`config.mk`:
```
export PLATFORM = sky130hd
export DESIGN_NAME = inst_fetch_ctrl
export DESIGN_NICKNAME = d
export VERILOG_FILES = /design/src/rtl/fetch_pkg.sv /design/src/rtl/fetch_perf_counter.sv /design/src/rtl/inst_fetch_ctrl.sv
export SDC_FILE = /design/constraint.sdc
export NUM_CORES = 1
export LEC_CHECK = 0
export CAP_MARGIN = 10
export CORE_MARGIN = 2
export CORE_UTILIZATION = 46
export DETAILED_ROUTE_END_ITERATION = 16
export PLACE_DENSITY = 0.89
export RECOVER_POWER = 25
export SYNTH_ARGS = -nofsm -noshare
export SYNTH_HDL_FRONTEND = slang
export SYNTH_HIERARCHICAL = 1
export SYNTH_SLANG_ARGS = --single-unit
```
`constraint.sdc`:
```
create_clock -name clka -period 5.3 [get_ports clka]
set_input_delay 1.59 -clock clka [delete_from_list [all_inputs] [get_ports clka]]
set_output_delay 1.59 -clock clka [all_outputs]
set_load 0.02 [all_outputs]
```
`src/rtl/fetch_pkg.sv`:
```
// fetch_pkg -- definitions shared by the instruction fetch controller.
// Holds the fetch FSM state type, the default ROM word-address width, the
// default reset PC, and the saturating increment used by the optional
// performance counter.
package fetch_pkg;

  localparam int          ROM_AW_DEFAULT   = 6;
  localparam logic [31:0] RESET_PC_DEFAULT = 32'h0;
  localparam logic [15:0] PERF_MAX         = 16'hFFFF;

  typedef enum logic [1:0] {
    IDLE   = 2'd0,
    FETCH  = 2'd1,
    HALTED = 2'd2
  } fetch_state_e;

  // Increment that sticks at the maximum value instead of rolling over.
  function automatic logic [15:0] sat_inc(input logic [15:0] value);
    return (value == PERF_MAX) ? value : value + 16'd1;
  endfunction

endpackage

```
`src/rtl/fetch_perf_counter.sv`:
```
// fetch_perf_counter -- saturating 16-bit event counter.
// Ports:
//   clka  : clock, rising edge
//   rst   : asynchronous active-high reset, clears the count
//   clear : synchronous clear, wins over inc
//   inc   : count one event this cycle
//   count : current count, saturates at 16'hFFFF
module fetch_perf_counter
  import fetch_pkg::*;
(
  input  logic        clka,
  input  logic        rst,
  input  logic        clear,
  input  logic        inc,
  output logic [15:0] count
);

  always_ff @(posedge clka or posedge rst) begin
    if (rst) begin
      count <= '0;
    end else if (clear) begin
      count <= '0;
    end else if (inc) begin
      count <= sat_inc(count);
    end
  end

endmodule

```
`src/rtl/inst_fetch_ctrl.sv`:
```
// inst_fetch_ctrl -- instruction fetch controller in front of a synchronous
// (1-cycle latency) instruction ROM, presenting one instruction per cycle on
// a valid/ready output register.
//
// Parameters:
//   ROM_AW   : ROM word-address width
//   RESET_PC : PC loaded on reset
// Ports:
//   clka                        : clock, rising edge
//   rst                         : asynchronous active-high reset
//   start                       : begin (IDLE) or resume (HALTED) fetching
//   halt                        : stop issuing fetches (FETCH only)
//   redirect_valid, redirect_pc : branch/jump target, byte address (FETCH only)
//   rom_addr                    : ROM word address
//   rom_dout                    : ROM data for the address of the previous cycle
//   inst_valid, inst_ready      : downstream handshake
//   inst_code, inst_pc          : instruction word and its byte address
//   busy                        : FETCH state or an instruction still held
//   fetch_count                 : handshake count (only with FETCH_PERF_EN)
//
// Build option: define FETCH_PERF_EN to add the fetch_count output and its
// saturating handshake counter.
module inst_fetch_ctrl
  import fetch_pkg::*;
#(
  parameter int          ROM_AW   = ROM_AW_DEFAULT,
  parameter logic [31:0] RESET_PC = RESET_PC_DEFAULT
) (
  input  logic              clka,
  input  logic              rst,
  input  logic              start,
  input  logic              halt,
  input  logic              redirect_valid,
  input  logic [31:0]       redirect_pc,
  output logic [ROM_AW-1:0] rom_addr,
  input  logic [31:0]       rom_dout,
  output logic              inst_valid,
  input  logic              inst_ready,
  output logic [31:0]       inst_code,
  output logic [31:0]       inst_pc,
  output logic              busy
`ifdef FETCH_PERF_EN
  ,
  output logic [15:0]       fetch_count
`endif
);

  fetch_state_e state, state_next;

  // pc is the next address to request; req_pc/req_v describe the request
  // whose data is currently on rom_dout.
  logic [31:0] pc, pc_next;
  logic [31:0] req_pc, req_pc_next;
  logic        req_v, req_v_next;
  logic        inst_valid_next;
  logic [31:0] inst_code_next, inst_pc_next;

  logic slot_free;
  logic handshake;
  logic load;
  logic flush;

  assign slot_free = !inst_valid || inst_ready;
  assign handshake = inst_valid && inst_ready;

  // While stalled the live request is re-read so rom_dout keeps holding the
  // same word; this replaces any skid buffer.
  assign rom_addr = (req_v && !slot_free) ? req_pc[ROM_AW+1:2] : pc[ROM_AW+1:2];

  assign busy = (state == FETCH) || inst_valid;

  // Next-state and datapath decisions. Redirect wins over halt for the pc;
  // halt rewinds pc to the unconsumed request so resume neither loses nor
  // repeats an instruction.
  always_comb begin
    state_next     = state;
    pc_next        = pc;
    req_pc_next    = req_pc;
    req_v_next     = req_v;
    inst_code_next = inst_code;
    inst_pc_next   = inst_pc;
    load           = 1'b0;
    flush          = 1'b0;

    case (state)
      IDLE, HALTED: begin
        if (start) begin
          state_next = FETCH;
        end
      end
      FETCH: begin
        if (redirect_valid) begin
          pc_next    = redirect_pc;
          req_v_next = 1'b0;
          flush      = 1'b1;
        end else if (halt) begin
          pc_next    = req_v ? req_pc : pc;
          req_v_next = 1'b0;
        end else if (!req_v || slot_free) begin
          req_pc_next = pc;
          pc_next     = pc + 32'd4;
          req_v_next  = 1'b1;
          if (req_v) begin
            load           = 1'b1;
            inst_code_next = rom_dout;
            inst_pc_next   = req_pc;
          end
        end
        if (halt) begin
          state_next = HALTED;
        end
      end
      default: begin
        state_next = IDLE;
      end
    endcase

    if (flush) begin
      inst_valid_next = 1'b0;
    end else if (load) begin
      inst_valid_next = 1'b1;
    end else if (handshake) begin
      inst_valid_next = 1'b0;
    end else begin
      inst_valid_next = inst_valid;
    end
  end

  always_ff @(posedge clka or posedge rst) begin
    if (rst) begin
      state      <= IDLE;
      pc         <= RESET_PC;
      req_pc     <= '0;
      req_v      <= 1'b0;
      inst_valid <= 1'b0;
      inst_code  <= '0;
      inst_pc    <= '0;
    end else begin
      state      <= state_next;
      pc         <= pc_next;
      req_pc     <= req_pc_next;
      req_v      <= req_v_next;
      inst_valid <= inst_valid_next;
      inst_code  <= inst_code_next;
      inst_pc    <= inst_pc_next;
    end
  end

`ifdef FETCH_PERF_EN
  fetch_perf_counter u_perf (
    .clka  (clka),
    .rst   (rst),
    .clear ((state == IDLE) && start),
    .inc   (handshake),
    .count (fetch_count)
  );
`endif

endmodule

```
**Yosys cells after proc, flatten, opt, wreduce, memory -nomap -nowiden**

Index checks and enable logic that the tools add are counted.

- Add/subtract/negate cells: 1
- Multipliers: 0
- Divide/modulo/power cells: 0
- $lt $le $gt $ge: 0
- Eq/ne operators: 5
- Shift operators: 0
- Muxes and demuxes: 21
- Bitwise operators: 2
- Reductions and logical operators: 17

Operators by type and width:

| kind | number |
|---|---|
| 32-bit 2-to-1 mux | 4 |
| 32-bit by 3-bit adder with 32-bit output, second input constant | 1 |
| 1-bit 2-to-1 mux | 13 |
| 6-bit 2-to-1 mux | 1 |
| 3-bit nonzero test | 2 |
| 5-bit AND reduction | 1 |
| 2-bit 2-to-1 mux | 2 |
| 2-bit != test, second input constant | 2 |
| 2-bit one-hot mux with 2 select lines | 1 |
| 2-bit AND reduction | 2 |
| 4-bit AND reduction | 1 |
| 1-bit logical NOT | 3 |
| 1-bit logical OR | 3 |
| 3-bit by 1-bit != test with 1-bit output, second input constant | 1 |
| 3-bit AND reduction | 1 |
| 2-bit by 1-bit equality test with 1-bit output, second input constant | 1 |
| 2-bit equality test, second input constant | 1 |
| 1-bit logical AND | 2 |
| 2-bit logical NOT | 1 |
| 1-bit inverter | 2 |
| 2-bit OR reduction | 1 |

- Register bits after elaboration: 132
- Bits in latches: 0
- Memory bits (writable): 0
- Bits in read-only memories: 0
- Input bits: 70
- Output and inout port bits: 72
- Word-level logic and storage cells: 53
- Memories kept: 0

**Logic depth before layout (Yosys ltp)**

Gate-level depths: netlist of the first run.

- Depth in word-level cells: 9
- Gate-level depth with buffers: 7
- Depth with buffers taken out: 6

**Worst setup path after synthesis of the first run**

No wires, ideal clock.

- Kind: in2out
- From: input inst_ready
- To: output rom_addr[0]
- Arrival time: 2.444 ns
- Required time: 3.710 ns
- Setup slack: 1.266 ns
- Cell stages on the path: 3
- Buffers on the path: 1
- Cells stage by stage: nand3b_1 > clkbuf_1 > mux2_2

- Word-level cells in the longest chain between the ends: 4

Ends and longest elaborated chain:

| what | RTL line | RTL |
|---|---|---|
| start: declaration | inst_fetch_ctrl.sv:38 | `input logic inst_ready,` |
| 1-bit logical OR | inst_fetch_ctrl.sv:63 | `assign slot_free = !inst_valid \|\| inst_ready;` |
| 1-bit logical NOT | inst_fetch_ctrl.sv:68 | `assign rom_addr = (req_v && !slot_free) ? req_pc[ROM_AW+1:2] : pc[ROM_AW+1:2];` |
| 1-bit logical AND | inst_fetch_ctrl.sv:68 |  |
| 6-bit 2-to-1 mux | inst_fetch_ctrl.sv:68 |  |
| end: declaration | inst_fetch_ctrl.sv:35 | `output logic [ROM_AW-1:0] rom_addr,` |

Every way passes these cells.

**Worst setup path after layout of the first run**

- From: input inst_ready
- To: output rom_addr[4]

The elaborated chain is that of the path after synthesis.

==> flow_summary.yaml, run 1 <==
worst_hold_path:
  min_delay_worst_type: "reg -> reg"
place:
  dpl.cell_count: 856
  final_weighted_congestion_in_routability_driven_placement: 0.878
  place_area_sq_um: 7750
  hpwlAfterDp_um: 10700
  io_buffer_count: 141
timing:
  slew_headroom: -0.208
  rsz0062_at_grt: "no"
  maxSlewViolCount: 145
  finalSetupTns_ns: 0
  final-hold-violation-count: 0
  whs_ns: 0.499
  setup_violating_endpoint_count_in_the_final_report: 0
  finalCriticalPeriod_ns: 4.90
  period_share: 0.924
  tightestPinTransition_ns: 1.81
  max_freq_mhz: 204
  fin_worst_skew_ns: 0.00854
clocking:
  cts.repair.resized: 0
  cts-hold-fix-buffers: 0
  cts.htree.levels: 4
  post-cts-setup-buffer-count: 0
  clock_latency_at_the_later_pin_of_the_worst_skew_pair_ns: 0.41
  clk_path_buf_depth: 2
  path_clk_slew_ns: 0.06
  tritoncts: "done"
  numCtsBuffers: 17
  cts_num_sinks: 132
  ctsRootBufferMaster: "sky130_fd_sc_hd__clkbuf_16"
floorplanning:
  io-pin-count: 142
  core.rowCount: 42
  die_area_sq_um: 14400
  coreArea_sq_um: 13200
  chipWidth_um: 120
  floorplan.initialDensity: 0.470
  die_h_um: 120
worst_setup_path:
  critPathCaptureType: "primary output"
  worstPathArrival_ns: 3.31
  setup.worst_path.class: "in -> out"
  element_type_at_the_critical_path_start: "input pin"
  critical_path.max_fanout: 7
  cp.required_ns: 3.71
global_route:
  grt.total_usage: 0.222
  grt_overflow: 0
  grt_first_pass_wirelength_um: 25200
  grt_antenna_before_repair: 0
  first_global_vias: 5039
  grt_max_degree: 50
synthesis:
  yosys-top-cells-area: "sky130_fd_sc_hd__dfrtp_1 (53%), sky130_fd_sc_hd__mux2_2 (18%), sky130_fd_sc_hd__o21ai_0 (5.0%)"
  post_synth.cell_area_avg_sq_um: 10.9
  asyncSetResetFlopFracSynth: 1.00
  synth_compound_gate_area_share: 0.134
  ys_ff_latch: 132
  synth_nets: 640
  synthMuxAreaShare: 0.181
  synth.distinct_cells: 51
  synth_edf_count: 0
  yosys.area.top_type: "sky130_fd_sc_hd__dfrtp_1"
  synth_top_family_by_area: "multiplexers"
  synth_xor_area_frac: 0.00141
  synth-seq-area-share: 0.532
  synthDominantCellAreaShare: 0.532
  synth_simple_gate_area_share: 0.117
  synth_flop_cell: "sky130_fd_sc_hd__dfrtp_1"
  synthCells: 569
  arithmetic_cell_share_of_the_synthesized_area_counting_full_adders_half_adders_and_majority_gates: 0.00202
  yosys_warnings: 6
  mappedNetlistArea_sq_um: 6200
layout:
  final_nets: 771
  mostFrequentLayoutCell: "sky130_fd_sc_hd__clkdlybuf4s50_1"
  antenna_cells_inserted: 0
  area_growth_pct: 35.8
  design_area_sq_um: 8420
  commonest_cells_after_routing_fill_and_taps_aside: "sky130_fd_sc_hd__clkdlybuf4s50_1 (138), sky130_fd_sc_hd__dfrtp_1 (132), sky130_fd_sc_hd__mux2_2 (98), sky130_fd_sc_hd__nand2_1 (66), sky130_fd_sc_hd__o21ai_0 (62)"
  layout_cells_sized_above_1: 0.211
  finalNonFillerCells: 888
drt:
  drc_errors_left: 0
  viasPerCell: 5.67
  avgRoutedWirePerCell_um: 17.3
  via_count: 5033
  drt_first_iter_violations: 322
  routed_wirelength_um: 15400
  antenna_violating_nets_post_route: 0
  dr.pass1.iters: 4
power:
  cellPowerDensity_nw_per_um2: 558
  max-vdd-ir-drop_mv: 0.302
  total_leakage_power_nw: 3.65
job:
  max-cap-violations: 4
outcome:
  status: "complete, but fails checks"
  violations: "capacitance limit, slew limit"
## flip-flops by register name (all words and copies together) (netlist names)
name,count
pc,32
req_v,1
inst_valid,1
inst_pc,32
inst_code,32
req_pc,32
state,2
## power by group
part	internal [mW]	switching [mW]	total, mW
combinational	0.826	0.724	1.55
clock	0.892	0.415	1.31
sequential	1.44	0.396	1.84
## routing by layer
metal  wire, um  global-route usage  vias up
met5          0                   0        -
li1           -                   -     2331
met1       6590               0.294     2482
met2       7600               0.357      201
met4        279              0.0904        0
met3        902              0.0433       19
## cell families after synthesis
logic type | after synthesis
simple gates | 150
compound gates | 136
flops | 132
mux | 100
buf+inv | 49
xor+xnor | 1
fa+ha+maj | 1
## area by class of cell
type                            instances  area [sq um]
Multi-Input combinational cell        388          2710
Timing Repair Buffer                  154          1500
Inverter                                7          27.5
Sequential cell                       132          3300
Clock inverter                          9           173
Tap cell                              176           220
Clock buffer                           22           494
Fill cell                            1032          4770
## cell usage after synthesis, types with 2 or more instances
cell type / n
sky130_fd_sc_hd__o21ai_0: 62
sky130_fd_sc_hd__o311ai_0: 2
sky130_fd_sc_hd__o31ai_1: 2
sky130_fd_sc_hd__o22ai_1: 2
sky130_fd_sc_hd__clkbuf_1: 29
sky130_fd_sc_hd__mux2i_1: 2
sky130_fd_sc_hd__nor2b_1: 3
sky130_fd_sc_hd__nor3_1: 2
sky130_fd_sc_hd__nand3_1: 9
sky130_fd_sc_hd__o2bb2ai_1: 4
sky130_fd_sc_hd__or2_0: 2
sky130_fd_sc_hd__nand4_1: 8
sky130_fd_sc_hd__o21bai_1: 2
sky130_fd_sc_hd__a21oi_1: 18
sky130_fd_sc_hd__a31oi_1: 14
sky130_fd_sc_hd__and4_1: 3
sky130_fd_sc_hd__and2_1: 6
sky130_fd_sc_hd__a41oi_1: 6
sky130_fd_sc_hd__a22o_1: 4
sky130_fd_sc_hd__or4_1: 2
sky130_fd_sc_hd__buf_2: 13
sky130_fd_sc_hd__nor2_1: 27
sky130_fd_sc_hd__mux2_2: 98
sky130_fd_sc_hd__and3_1: 7
sky130_fd_sc_hd__or2_2: 2
sky130_fd_sc_hd__nand2b_1: 4
sky130_fd_sc_hd__o211ai_1: 3
sky130_fd_sc_hd__nand2_1: 66
sky130_fd_sc_hd__inv_1: 7
sky130_fd_sc_hd__a21o_1: 2
sky130_fd_sc_hd__dfrtp_1: 132
sky130_fd_sc_hd__nor4_1: 3
sky130_fd_sc_hd__a22oi_1: 5
## through the flow
step	setup WS, ns	util	power, mW
floorplan	0.184	-	2.65
global placement	0.428	0.588	3.30
detailed placement	0.413	0.588	3.39
CTS	0.386	0.638	4.72
global route	0.226	0.639	4.93
finish	0.403	0.639	4.70
## critical path: stages
cell and delay (ns):
sky130_fd_sc_hd__clkdlybuf4s50_1 0.47, sky130_fd_sc_hd__nand3b_1 0.31, sky130_fd_sc_hd__mux2_2 0.38, sky130_fd_sc_hd__clkdlybuf4s50_1 0.55
## worst paths after layout
| check | start | end | slack [ns] | cells after the start |
|---|---|---|---|---|
| max | inst_ready | rom_addr[4] | 0.40 | 4 |
| min | pc[1] | pc[1] | 0.50 | 2 |
| max reg2reg | pc[2] | pc[18] | 2.63 | 6 |
| max in group asynchronous | rst | pc[8] | 0.96 | 3 |
| min reg2reg | pc[1] | pc[1] | 0.50 | 2 |
| min in group asynchronous | rst | inst_code[28] | 2.06 | 2 |
Power figures use the tool's default switching activity.
==> run 2: changes to the inputs <==
--- a/config.mk
+++ b/config.mk
@@ -9,8 +9,9 @@
 export CORE_MARGIN = 2
 export CORE_UTILIZATION = 46
 export DETAILED_ROUTE_END_ITERATION = 16
-export PLACE_DENSITY = 0.89
+export PLACE_DENSITY = 0.77
 export RECOVER_POWER = 25
+export SLEW_MARGIN = 10
 export SYNTH_ARGS = -nofsm -noshare
 export SYNTH_HDL_FRONTEND = slang
 export SYNTH_HIERARCHICAL = 1
==> run 2 against run 1 <==
The flow still finishes with violations (capacitance limit, slew limit). Worst hold slack improved by 0.0026 ns. Die area unchanged. Sequential power about the same. Clock-buffer cell count is 1 lower. Fmax hardly changed. Register-to-register slack improved by 0.06 ns. Highest routed layer unchanged.
==> flow_summary.yaml, run 2 (synthesis gave the netlist of run 1 again) <==
global_route:
  grt_max_degree: 73
  grt.total_usage: 0.220
  grt_antenna_before_repair: 0
  first_global_vias: 4930
  grt_overflow: 0
  grt_first_pass_wirelength_um: 24900
layout:
  layout.filler_cells: 1022
  mostFrequentLayoutCell: "sky130_fd_sc_hd__clkdlybuf4s50_1"
  area_growth_pct: 34.3
  layout_cells_sized_above_1: 0.207
  commonest_cells_after_routing_fill_and_taps_aside: "sky130_fd_sc_hd__clkdlybuf4s50_1 (138), sky130_fd_sc_hd__dfrtp_1 (132), sky130_fd_sc_hd__mux2_2 (98), sky130_fd_sc_hd__nand2_1 (66), sky130_fd_sc_hd__o21ai_0 (62)"
  antenna_cells_inserted: 0
  storage_cell_area_sq_um: 3300
  multiInputGateArea_sq_um: 2710
  final_nets: 769
worst_setup_path:
  cp.required_ns: 3.71
  worst-r2r-cell-count: 6
  worstPathArrival_ns: 3.30
  setup.worst_path.class: "in -> out"
  reg2reg_setup_slack_ns: 2.69
  critPathCaptureType: "primary output"
  element_type_at_the_critical_path_start: "input pin"
  critical_path.max_fanout: 7
power:
  cellPowerDensity_nw_per_um2: 544
  max-vdd-ir-drop_mv: 0.289
  total_leakage_power_nw: 3.62
timing:
  setup_ws_ns: 0.406
  fin_worst_skew_ns: 0.00728
  final-hold-violation-count: 0
  slew_headroom: -0.815
  finalCriticalPeriod_ns: 4.89
  period_share: 0.923
  finalSetupTns_ns: 0
  rsz0062_at_grt: "no"
  setup_violating_endpoint_count_in_the_final_report: 0
  tightestPinTransition_ns: 2.72
  max_freq_mhz: 204
  maxSlewViolCount: 73
floorplanning:
  die_h_um: 120
  io-pin-count: 142
  chipWidth_um: 120
  die_area_sq_um: 14400
  coreArea_sq_um: 13200
  core.rowCount: 42
  floorplan.initialDensity: 0.470
clocking:
  clk_path_buf_depth: 2
  cts.repair.resized: 0
  clock_latency_at_the_later_pin_of_the_worst_skew_pair_ns: 0.42
  tritoncts: "done"
  ctsRootBufferMaster: "sky130_fd_sc_hd__clkbuf_16"
  path_clk_slew_ns: 0.05
  cts.htree.levels: 4
  post-cts-setup-buffer-count: 0
  numCtsBuffers: 17
  cts_num_sinks: 132
  cts-hold-fix-buffers: 0
drt:
  avgRoutedWirePerCell_um: 17.0
  dr.pass1.iters: 5
  via_count: 4876
  antenna_violating_nets_post_route: 0
  routed_wirelength_um: 15000
  drc_errors_left: 0
  viasPerCell: 5.50
  drt_first_iter_violations: 294
job:
  max-cap-violations: 1
worst_hold_path:
  min_delay_worst_type: "reg -> reg"
  holdPathStages: 1
place:
  dpl_worst_slack_ns: 0.405
  io_buffer_count: 141
  final_weighted_congestion_in_routability_driven_placement: 0.824
  hpwlAfterDp_um: 10200
outcome:
  status: "complete, but fails checks"
  violations: "capacitance limit, slew limit"
run 2: routing by layer:
| metal | share of wire | wire length (um) | up-vias | global-route usage |
|---|---|---|---|---|
| met3 | 0.038 | 569 | 16 | 0.0442 |
| li1 | - | - | 2321 | - |
| met5 | 0 | 0 | - | 0 |
| met4 | 0.014 | 203 | 0 | 0.0713 |
| met2 | 0.49 | 7440 | 117 | 0.354 |
| met1 | 0.45 | 6820 | 2422 | 0.299 |
run 2: final timing paths:
path	startpoint	to
worst max register to register	pc[2]	pc[18]
max in group asynchronous	rst	req_pc[3]
worst min register to register	inst_code[28]	inst_code[28]
worst min-delay path	inst_code[28]	inst_code[28]
min in group asynchronous	rst	inst_code[29]
worst max-delay path	inst_ready	rom_addr[2]
run 2: per-stage QoR:
step           total power [mW]  utilization  area [sq um]  hold WS (ns)  instances
2_1_floorplan              2.65            -          6200         0.446        569
3_3_place_gp               3.30        0.587          7740         0.467        854
3_5_place_dp               3.37        0.587          7740         0.485        854
4_1_cts                    4.56        0.632          8330         0.501        885
5_1_grt                    4.80        0.632          8330         0.507        886
6_report                   4.54        0.632          8330         0.502        886
run 2: final cells by class:
cell class / count / area share
timing repair buffer: 152 / 0.179
sequential: 132 / 0.396
multi-input combinational: 388 / 0.325
clock buffer: 21 / 0.0552
inverter: 7 / 0.00315
tap: 176 / 0.0264
clock inverter: 10 / 0.0158
run 2: critical path, cell delays in order:
cell	delay, ns
sky130_fd_sc_hd__clkdlybuf4s50_1	0.47
sky130_fd_sc_hd__nand3b_1	0.31
sky130_fd_sc_hd__mux2_2	0.39
sky130_fd_sc_hd__clkdlybuf4s50_1	0.54
run 2: report_power, final:
part           internal (mW)  leakage, nW  switching [mW]
sequential              1.44         1.70           0.382
combinational          0.822         1.62           0.713
clock                  0.757        0.292           0.418
total                   3.02         3.62            1.51
